`src/rtl/mat_mul_pkg.sv`:
```
// Shared types and timing helpers for the systolic matrix-multiply controller,
// array wrapper and bench.
package mat_mul_pkg;

    typedef enum logic [2:0] {
        IDLE,
        CLEAR,
        STREAM,
        DRAIN,
        DONE
    } ctrl_state_t;

    localparam int unsigned DATA_W = 8;

    // Cycles of zero feed needed to flush the skewed wavefront out of the array.
    function automatic int unsigned drain_len(input int unsigned m);
        return 2 * m - 1;
    endfunction

    // Cycles from the start-sampling edge to the capture/done cycle.
    function automatic int unsigned total_latency(input int unsigned m);
        return 3 * m + 1;
    endfunction

endpackage

```
`src/rtl/mat_mul_ctrl_step_counter.sv`:
```
// Loadable up-counter with synchronous clear and a terminal-count compare.
module step_counter #(
    parameter int unsigned Width = 4
) (
    input  logic             CLK,
    input  logic             RST_N,
    input  logic             clr,
    input  logic             load,
    input  logic [Width-1:0] load_val,
    input  logic             en,
    input  logic [Width-1:0] term_val,
    output logic [Width-1:0] count,
    output logic             at_term
);

    logic [Width-1:0] count_d, count_q;

    // Clear wins over load, load wins over increment.
    always_comb begin
        count_d = count_q;
        if (clr) begin
            count_d = '0;
        end else if (load) begin
            count_d = load_val;
        end else if (en) begin
            count_d = count_q + 1'b1;
        end
    end

    always_ff @(posedge CLK or negedge RST_N) begin
        if (!RST_N) begin
            count_q <= '0;
        end else begin
            count_q <= count_d;
        end
    end

    assign count   = count_q;
    assign at_term = (count_q == term_val);

endmodule

```
`src/rtl/mat_mul_ctrl.sv`:
```
// Sequencer for one MxM systolic multiply: clear, stream M operand vectors,
// drain the skewed wavefront with zero feeds, then capture and report done.
module mat_mul_ctrl
    import mat_mul_pkg::*;
#(
    parameter int unsigned M = 3,
    parameter int unsigned W = DATA_W
) (
    input  logic                 CLK,
    input  logic                 RST_N,
    input  logic                 start,
    input  logic                 abort,
    input  logic [W-1:0]         a_col   [0:M-1],
    input  logic [W-1:0]         b_row   [0:M-1],
    output logic [$clog2(M)-1:0] k_idx,
    output logic [W-1:0]         a_feed  [0:M-1],
    output logic [W-1:0]         b_feed  [0:M-1],
    output logic                 acc_clr,
    output logic                 capture,
    output logic                 busy,
    output logic                 done
);

    localparam int unsigned KW = $clog2(M);
    // Wide enough for the longest phase (2M-1 drain cycles) without wrapping.
    localparam int unsigned CW = $clog2(2 * M - 1);

    localparam logic [CW-1:0] StreamLast = CW'(M - 1);
    localparam logic [CW-1:0] DrainLast  = CW'(2 * M - 2);

    ctrl_state_t state_d, state_q;

    logic          cnt_clr;
    logic          cnt_en;
    logic [CW-1:0] cnt;
    logic [CW-1:0] cnt_term;
    logic          cnt_at_term;
    logic          feed_en;

    // One counter serves both phases; its terminal value follows the state.
    assign cnt_term = (state_q == DRAIN) ? DrainLast : StreamLast;

    step_counter #(
        .Width (CW)
    ) u_step_counter (
        .CLK      (CLK),
        .RST_N    (RST_N),
        .clr      (cnt_clr),
        .load     (1'b0),
        .load_val ('0),
        .en       (cnt_en),
        .term_val (cnt_term),
        .count    (cnt),
        .at_term  (cnt_at_term)
    );

    always_ff @(posedge CLK or negedge RST_N) begin
        if (!RST_N) begin
            state_q <= IDLE;
        end else begin
            state_q <= state_d;
        end
    end

    always_comb begin
        state_d = state_q;
        cnt_clr = 1'b0;
        cnt_en  = 1'b0;
        unique case (state_q)
            IDLE: begin
                cnt_clr = 1'b1;
                if (start) begin
                    state_d = CLEAR;
                end
            end
            CLEAR: begin
                cnt_clr = 1'b1;
                state_d = STREAM;
            end
            STREAM: begin
                if (cnt_at_term) begin
                    cnt_clr = 1'b1;
                    state_d = DRAIN;
                end else begin
                    cnt_en = 1'b1;
                end
            end
            DRAIN: begin
                if (cnt_at_term) begin
                    cnt_clr = 1'b1;
                    state_d = DONE;
                end else begin
                    cnt_en = 1'b1;
                end
            end
            DONE: begin
                cnt_clr = 1'b1;
                state_d = IDLE;
            end
            default: begin
                cnt_clr = 1'b1;
                state_d = IDLE;
            end
        endcase
        // Abort overrides every transition, including DONE and a start in IDLE.
        if (abort) begin
            state_d = IDLE;
            cnt_clr = 1'b1;
            cnt_en  = 1'b0;
        end
    end

    always_comb begin
        busy    = (state_q != IDLE);
        acc_clr = 1'b0;
        capture = 1'b0;
        done    = 1'b0;
        feed_en = 1'b0;
        k_idx   = '0;
        unique case (state_q)
            IDLE:    ;
            CLEAR:   acc_clr = 1'b1;
            STREAM: begin
                feed_en = 1'b1;
                k_idx   = KW'(cnt);
            end
            DRAIN:   ;
            DONE: begin
                capture = 1'b1;
                done    = 1'b1;
            end
            default: busy = 1'b0;
        endcase
        // Zero feeds outside STREAM keep the draining accumulators undisturbed.
        for (int i = 0; i < M; i++) begin
            a_feed[i] = feed_en ? a_col[i] : '0;
            b_feed[i] = feed_en ? b_row[i] : '0;
        end
    end

endmodule
```
`config.mk`:
```
export PLATFORM = sky130hd
export DESIGN_NAME = mat_mul_ctrl
export DESIGN_NICKNAME = d
export VERILOG_FILES = /design/src/rtl/mat_mul_pkg.sv /design/src/rtl/mat_mul_ctrl_step_counter.sv /design/src/rtl/mat_mul_ctrl.sv
export SDC_FILE = /design/constraint.sdc
export NUM_CORES = 1
export LEC_CHECK = 0
export CAP_MARGIN = 10
export CORE_AREA = 2 2 60 62
export DETAILED_ROUTE_END_ITERATION = 16
export DIE_AREA = 0 0 62 64
export MAX_ROUTING_LAYER = met4
export PLACE_DENSITY = 0.77
export SETUP_SLACK_MARGIN = 0.4
export SLEW_MARGIN = 25
export SYNTH_ARGS = -nofsm -noshare
export SYNTH_HDL_FRONTEND = slang
export SYNTH_HIERARCHICAL = 1
export SYNTH_SLANG_ARGS = --single-unit
```
`constraint.sdc`:
```
create_clock -name CLK -period 2.6 [get_ports CLK]
set_input_delay 0.52 -clock CLK [delete_from_list [all_inputs] [get_ports CLK]]
set_output_delay 0.52 -clock CLK [all_outputs]
set_load 0.05 [all_outputs]
```
## Word level (Yosys, flattened, before mapping)

Index checks and enable logic that the tools add are counted.

| word-level totals | value |
|---|---|
| bits in registers | 6 |
| bits of input ports | 52 |
| output and inout port bits | 54 |
| logic and storage cells | 42 |

| operators by class | value |
|---|---|
| $add $sub $neg | 1 |
| equality and inequality tests | 8 |
| muxes and demuxes | 25 |
| reduce and logical (&&, ||, !) cells | 6 |

Operator list:

| kind | number |
|---|---|
| 8-bit two-way mux | 6 |
| 3-bit two-way mux | 7 |
| 3-bit case mux with 4 select lines | 1 |
| 1-bit two-way mux | 10 |
| 3-bit != test, second input constant | 3 |
| 3-bit by 2-bit equality test with 1-bit output, second input constant | 2 |
| 5-bit OR reduction | 1 |
| 3-bit by 1-bit adder with 3-bit output, second input constant | 1 |
| 3-bit by 1-bit equality test with 1-bit output, second input constant | 1 |
| 3-bit equality test | 1 |
| 3-bit equality test, second input constant | 1 |
| 3-bit zero test | 1 |
| 3-bit AND reduction | 1 |
| 3-bit nonzero test | 1 |
| 2-bit two-way mux | 1 |
| 2-bit nonzero test | 1 |
| 2-bit OR reduction | 1 |

## Depth between registers and ports, before layout

| depth | value |
|---|---|
| word-level depth | 8 |
| gate-level depth with buffers | 10 |
| depth with buffers taken out | 9 |

## Hierarchy

The synthesis kept the hierarchy.

By module, submodules not included:

| module | times used | cells each | area an instance (um2) | seq. area each (um2) |
|---|---|---|---|---|
| mat_mul_ctrl | 1 | 80 | 561.8 | 75.1 |
| step_counter | 1 | 19 | 205.2 | 75.1 |

## Least setup slack after synthesis

Ideal clock, no wire load.

| path | value |
|---|---|
| kind | flip-flop to output port |
| start point | reg state_q[1] |
| end point | out acc_clr |
| arrival time | 1.660 ns |
| data required time | 2.080 ns |
| setup slack | 0.420 ns |
| stages on the path, launching flop included | 3 |
| path buffers | 1 |
| path through | dfrtp_1 buf_4 nor3b_1 |

| on the way | value |
|---|---|
| cells in the longest elaborated chain, start to end | 2 |

RTL lines:

| what | line | source |
|---|---|---|
| start, declared | mat_mul_ctrl.sv:31 | `ctrl_state_t state_d, state_q;` |
| start signal, assigned | mat_mul_ctrl.sv:61 | `state_q <= state_d;` |
| 3-bit by 1-bit equality test with 1-bit output | mat_mul_ctrl.sv:120 | `unique case (state_q)` |
| 1-bit two-way mux | mat_mul_ctrl.sv:120 |  |
| end, declared | mat_mul_ctrl.sv:18 | `output logic acc_clr,` |

No other way between the ends.

## Worst setup path in the final report

| path | value |
|---|---|
| start point | reg state_q[0] |
| end point | reg u_step_counter.count_q[2] (netlist: u_step_counter/count[2]) |

| on the way | value |
|---|---|
| cells in the longest elaborated chain, start to end | 7 |
| elaborated cells between the ends (all ways) | 13 |
| those cells by class | eq/ne: 3; mux: 8; reduce/logical: 2 |

RTL lines:

| what | line | source |
|---|---|---|
| 3-bit by 2-bit equality test with 1-bit output * | mat_mul_ctrl.sv:41 | `assign cnt_term = (state_q == DRAIN) ? DrainLast : StreamLast;` |
| 3-bit two-way mux * | mat_mul_ctrl.sv:41 |  |
| net cnt_term[1] | mat_mul_ctrl.sv:36 | `logic [CW-1:0] cnt_term;` |
| 3-bit equality test * | mat_mul_ctrl_step_counter.sv:39 | `assign at_term = (count_q == term_val);` |
| net cnt_at_term | mat_mul_ctrl.sv:37 | `logic cnt_at_term;` |
| 1-bit two-way mux * | mat_mul_ctrl.sv:81, mat_mul_ctrl.sv:89 |  |
| 1-bit two-way mux * | - |  |
| 1-bit two-way mux * | mat_mul_ctrl.sv:106 | `if (abort) begin` |
| net cnt_clr | mat_mul_ctrl.sv:33 | `logic cnt_clr;` |
| 3-bit two-way mux / 2-bit nonzero test (equally long branches) | - |  |
| end signal, assigned | mat_mul_ctrl_step_counter.sv:34 | `count_q <= count_d;` |
| end, declared | mat_mul_ctrl_step_counter.sv:16 | `logic [Width-1:0] count_d, count_q;` |

Mark *: on every way through the listed nets, which the timed path passes. The rest lies on a longest branch.
A chain may end at the register's enable or synchronous reset.

==> impl_metrics.json <==
{
  "die_h_um": 64,
  "yosys.area_share.adder_pct": 1.63,
  "timing.final.setup_violations": 0,
  "power.share.switching_pct": 41.8,
  "status": "complete, no violations",
  "timing.critical_path.arrival_ns": 2.28,
  "die_area_um2": 3970,
  "floorplan_core_area_um2": 3280,
  "placedCellCount": 253,
  "fin_nets": 266,
  "grt_first_pass_wirelength_um": 4750,
  "total_power_uw": 724,
  "critical_path.max_fanout": 9,
  "timing.critical_path.slowest_stage_cell": "dfrtp_2",
  "clk_path_buf_depth": 2,
  "leakage_uw": 0.00103,
  "main_combinational_cell_family_by_area_after_synthesis": "simple AND/OR/NAND/NOR gates",
  "vias_per_cell": 3.96,
  "core.rowCount": 21,
  "vdd_ir_drop_max_mv": 0.253,
  "gr-usage-met2_pct": 31.1,
  "maxSlewViolCount": 0,
  "antenna_found_initial": 0,
  "fmaxAchievable_mhz": 462,
  "post_route_cells_drive_above_1_share_pct": 28.9,
  "rsz0062_at_grt": "true",
  "cp_cell_sequence": "nand2_1 -> or2_2 -> xor2_1 -> nor3_1 -> nand3b_1 -> inv_1 -> and4b_1 -> a2111oi_2",
  "total_switching_power_uw": 303,
  "post_synth_mux_area_share_pct": 1.31,
  "syn_inst": 99,
  "root_buffer": "clkbuf_4",
  "synth_seq_area_share_pct": 19.6,
  "pin_count": 106,
  "power.density_cell_area_nw_per_um2": 301,
  "layout_area_growth_over_synthesis_pct": 214,
  "synth_compound_area_share_pct": 7.67,
  "crit_type": "register to register",
  "netlist.top_cell.by_area": "and2_1",
  "grt_util_overall_pct": 16.7,
  "seqPwrFrac_pct": 15.1,
  "holdCritPathClass": "primary input to async pin",
  "start_kind": "register",
  "post_synthesis_average_cell_area_um2": 7.75,
  "setup_slack_ns": 0.437,
  "clkSlewWorstSetupHoldPaths_ns": 0.04,
  "combPwrFrac_pct": 73.9,
  "dr_total_vias": 1018,
  "synthXorXnorAreaFrac_pct": 6.85,
  "timing_hold_violations_final": 0,
  "startpoint": "state_q[0]",
  "clock_tree_from_tritoncts": "yes",
  "final_gp_congestion": 0.773,
  "globalRouteOverflowTotal": 0,
  "floorplan.initialDensity_pct": 23.4,
  "final_design_area_no_fill_um2": 2400,
  "synth_area_leaders": "and2_1 42%, dfrtp_1 20%, xnor2_1 3.4%",
  "internal_power_uw": 421,
  "netlist-cell-type-count": 26,
  "synth_top_cell_area_share_pct": 41.6,
  "ant_nets": 0,
  "dpl_worst_slack_ns": 0.350,
  "detailed_place.area_um2": 2370,
  "met1_usage_pct": 17.3,
  "grt_most_used_layer": "met2",
  "clock_insertion_delay_worst_skew_ns": 0.23,
  "maximum_number_of_pins_on_one_net_before_global_route_repair": 51,
  "die_width_um": 62,
  "totalNegativeSetupSlack_ns": 0,
  "yosysWarningCount": 6,
  "wire_length_reported_by_the_detailed_router_um": 3430,
  "detail_route.drc_violations": 0,
  "total_standard_cell_area_after_synthesis_um2": 767,
  "clock_sinks": 6,
  "place.detailed.hpwl_um": 3060,
  "endpoint_kind": "register",
  "cp_data_required_time_ns": 2.71,
  "power_frac_clock_pct": 11.0,
  "worst_path_max_stage_delay_ns": 0.45,
  "routed_wire_length_per_instance_um": 13.3,
  "first_global_vias": 888,
  "ys_seq_elements": 6,
  "htree_num_levels": 1,
  "antenna-diode-count": 0,
  "reg_to_reg_start": "state_q[0]",
  "cts_buffers": 3,
  "first_iter_violations": 16,
  "port_buffers": 105,
  "finClkSkew_ns": 0.00238,
  "global_route.usage.met3_pct": 4.05,
  "dr.pass1.iters": 4,
  "post-route-period-util_pct": 83.2,
  "post-route-min-period_ns": 2.16,
  "maxCapViolCount": 0,
  "synth_simple_gate_area_share_pct": 53.8,
  "final_cells": 257
}
==> per-stage QoR <==
step / hold WS [ns] / util [%]
3_3_place_gp: 0.598 / 72.3
3_5_place_dp: 0.606 / 72.3
2_1_floorplan: 0.224 / -
4_1_cts: 0.530 / 72.9
5_1_grt: 0.557 / 73.2
6_report: 0.531 / 73.2
==> placed cells by master (no fill, tap or decap), drive strengths merged <==
cell           count
dlygate4sd2        4
clkbuf             3
xor2               3
buf               53
dfrtp              6
inv                4
nor3               1
or2                1
nand3b             1
a211oi             3
nor2b              3
and2              51
and4               1
ha                 1
clkdlybuf4s50     51
a2111oi            1
o21ai              2
nor3b              2
a31oi              1
and4b              1
nor2               2
conb              10
nand2              1
a21oi              1
mux2i              1
xnor2              3
==> metal layers <==
layer	vias up	wire length, um
li1	525	-
met1	444	1170
met2	49	1900
met3	0	358
met4	0	0
met5	-	0
==> cell type report <==
cell class / count / area [um^2]
timing repair buffer: 108 / 1570
fill: 229 / 880
multi-input combinational: 90 / 584
sequential: 6 / 153
tap: 46 / 57.6
clock buffer: 3 / 22.5
inverter: 4 / 15.0
==> path summary, 6_finish.rpt <==
kind,to,slack [ns],cells after the start
max,u_step_counter/count[2],0.44,8
min,u_step_counter/count[1],0.53,1
max reg2reg,u_step_counter/count[2],0.44,8
min reg2reg,state_q[0],0.56,1
max in group asynchronous,state_q[1],1.83,1
min in group CLK,state_q[0],0.56,1
==> state kept, by name (all words and copies together) (netlist names) <==
register / count
state_q: 3
u_step_counter/count: 3
==> power groups by stage <==
| stage | Combinational (uW) | Sequential, uW | Clock (uW) |
|---|---|---|---|
| after global placement | 532 | 109 | 0 |
| after floorplan | 259 | 102 | 0 |
| after detailed placement | 538 | 110 | 0 |
| final | 535 | 109 | 79.7 |
| after global routing | 557 | 111 | 86.4 |
| after CTS | 535 | 109 | 84.8 |
==> cell families (layout without fill, tap and decap cells) <==
| logic type | count (synthesis) | in the layout |
|---|---|---|
| buffers and inverters | 12 | 115 |
| AOI/OAI and AO/OA | 8 | 8 |
| adders and majority gates | 1 | 1 |
| muxes | 1 | 1 |
| and+or+nand+nor | 64 | 64 |
| xor gates and xnor gates | 6 | 6 |
| DFF | 6 | 6 |
| other | 1 | 10 |
==> synthesized netlist by cell type <==
master,instances
xor2_1,3
dfrtp_1,6
o21ai_0,2
and4b_1,1
nand2_1,1
inv_1,4
nand3b_1,1
a211oi_1,3
or2_2,1
xnor2_1,3
nor3b_4,1
a31oi_1,1
buf_6,1
nor3_1,1
nor2_1,2
and2_1,51
a2111oi_2,1
clkbuf_2,5
and4_1,1
ha_1,1
conb_1,1
a21oi_1,1
nor3b_1,1
mux2i_1,1
buf_4,2
nor2b_1,3
==> worst max-delay path: cells and delay by family, from the launching register on <==
kind                   cells  cell delay [ns]
AO/OA/AOI/OAI              1             0.30
AND/OR/NAND/NOR            5             1.00
XOR/XNOR                   1             0.17
buffers and inverters      1             0.12
flip-flops                 1             0.45
==> timing repair <==
action / CTS / global route
endpoints found under the hold margin: 0 / 0
resized for setup: 6 / 1
setup endpoints to repair: 24 / 51
buffers inserted: 0 / 1
gates cloned: 0 / 0
hold buffers: 0 / 0
Power figures use the tool's default switching activity.
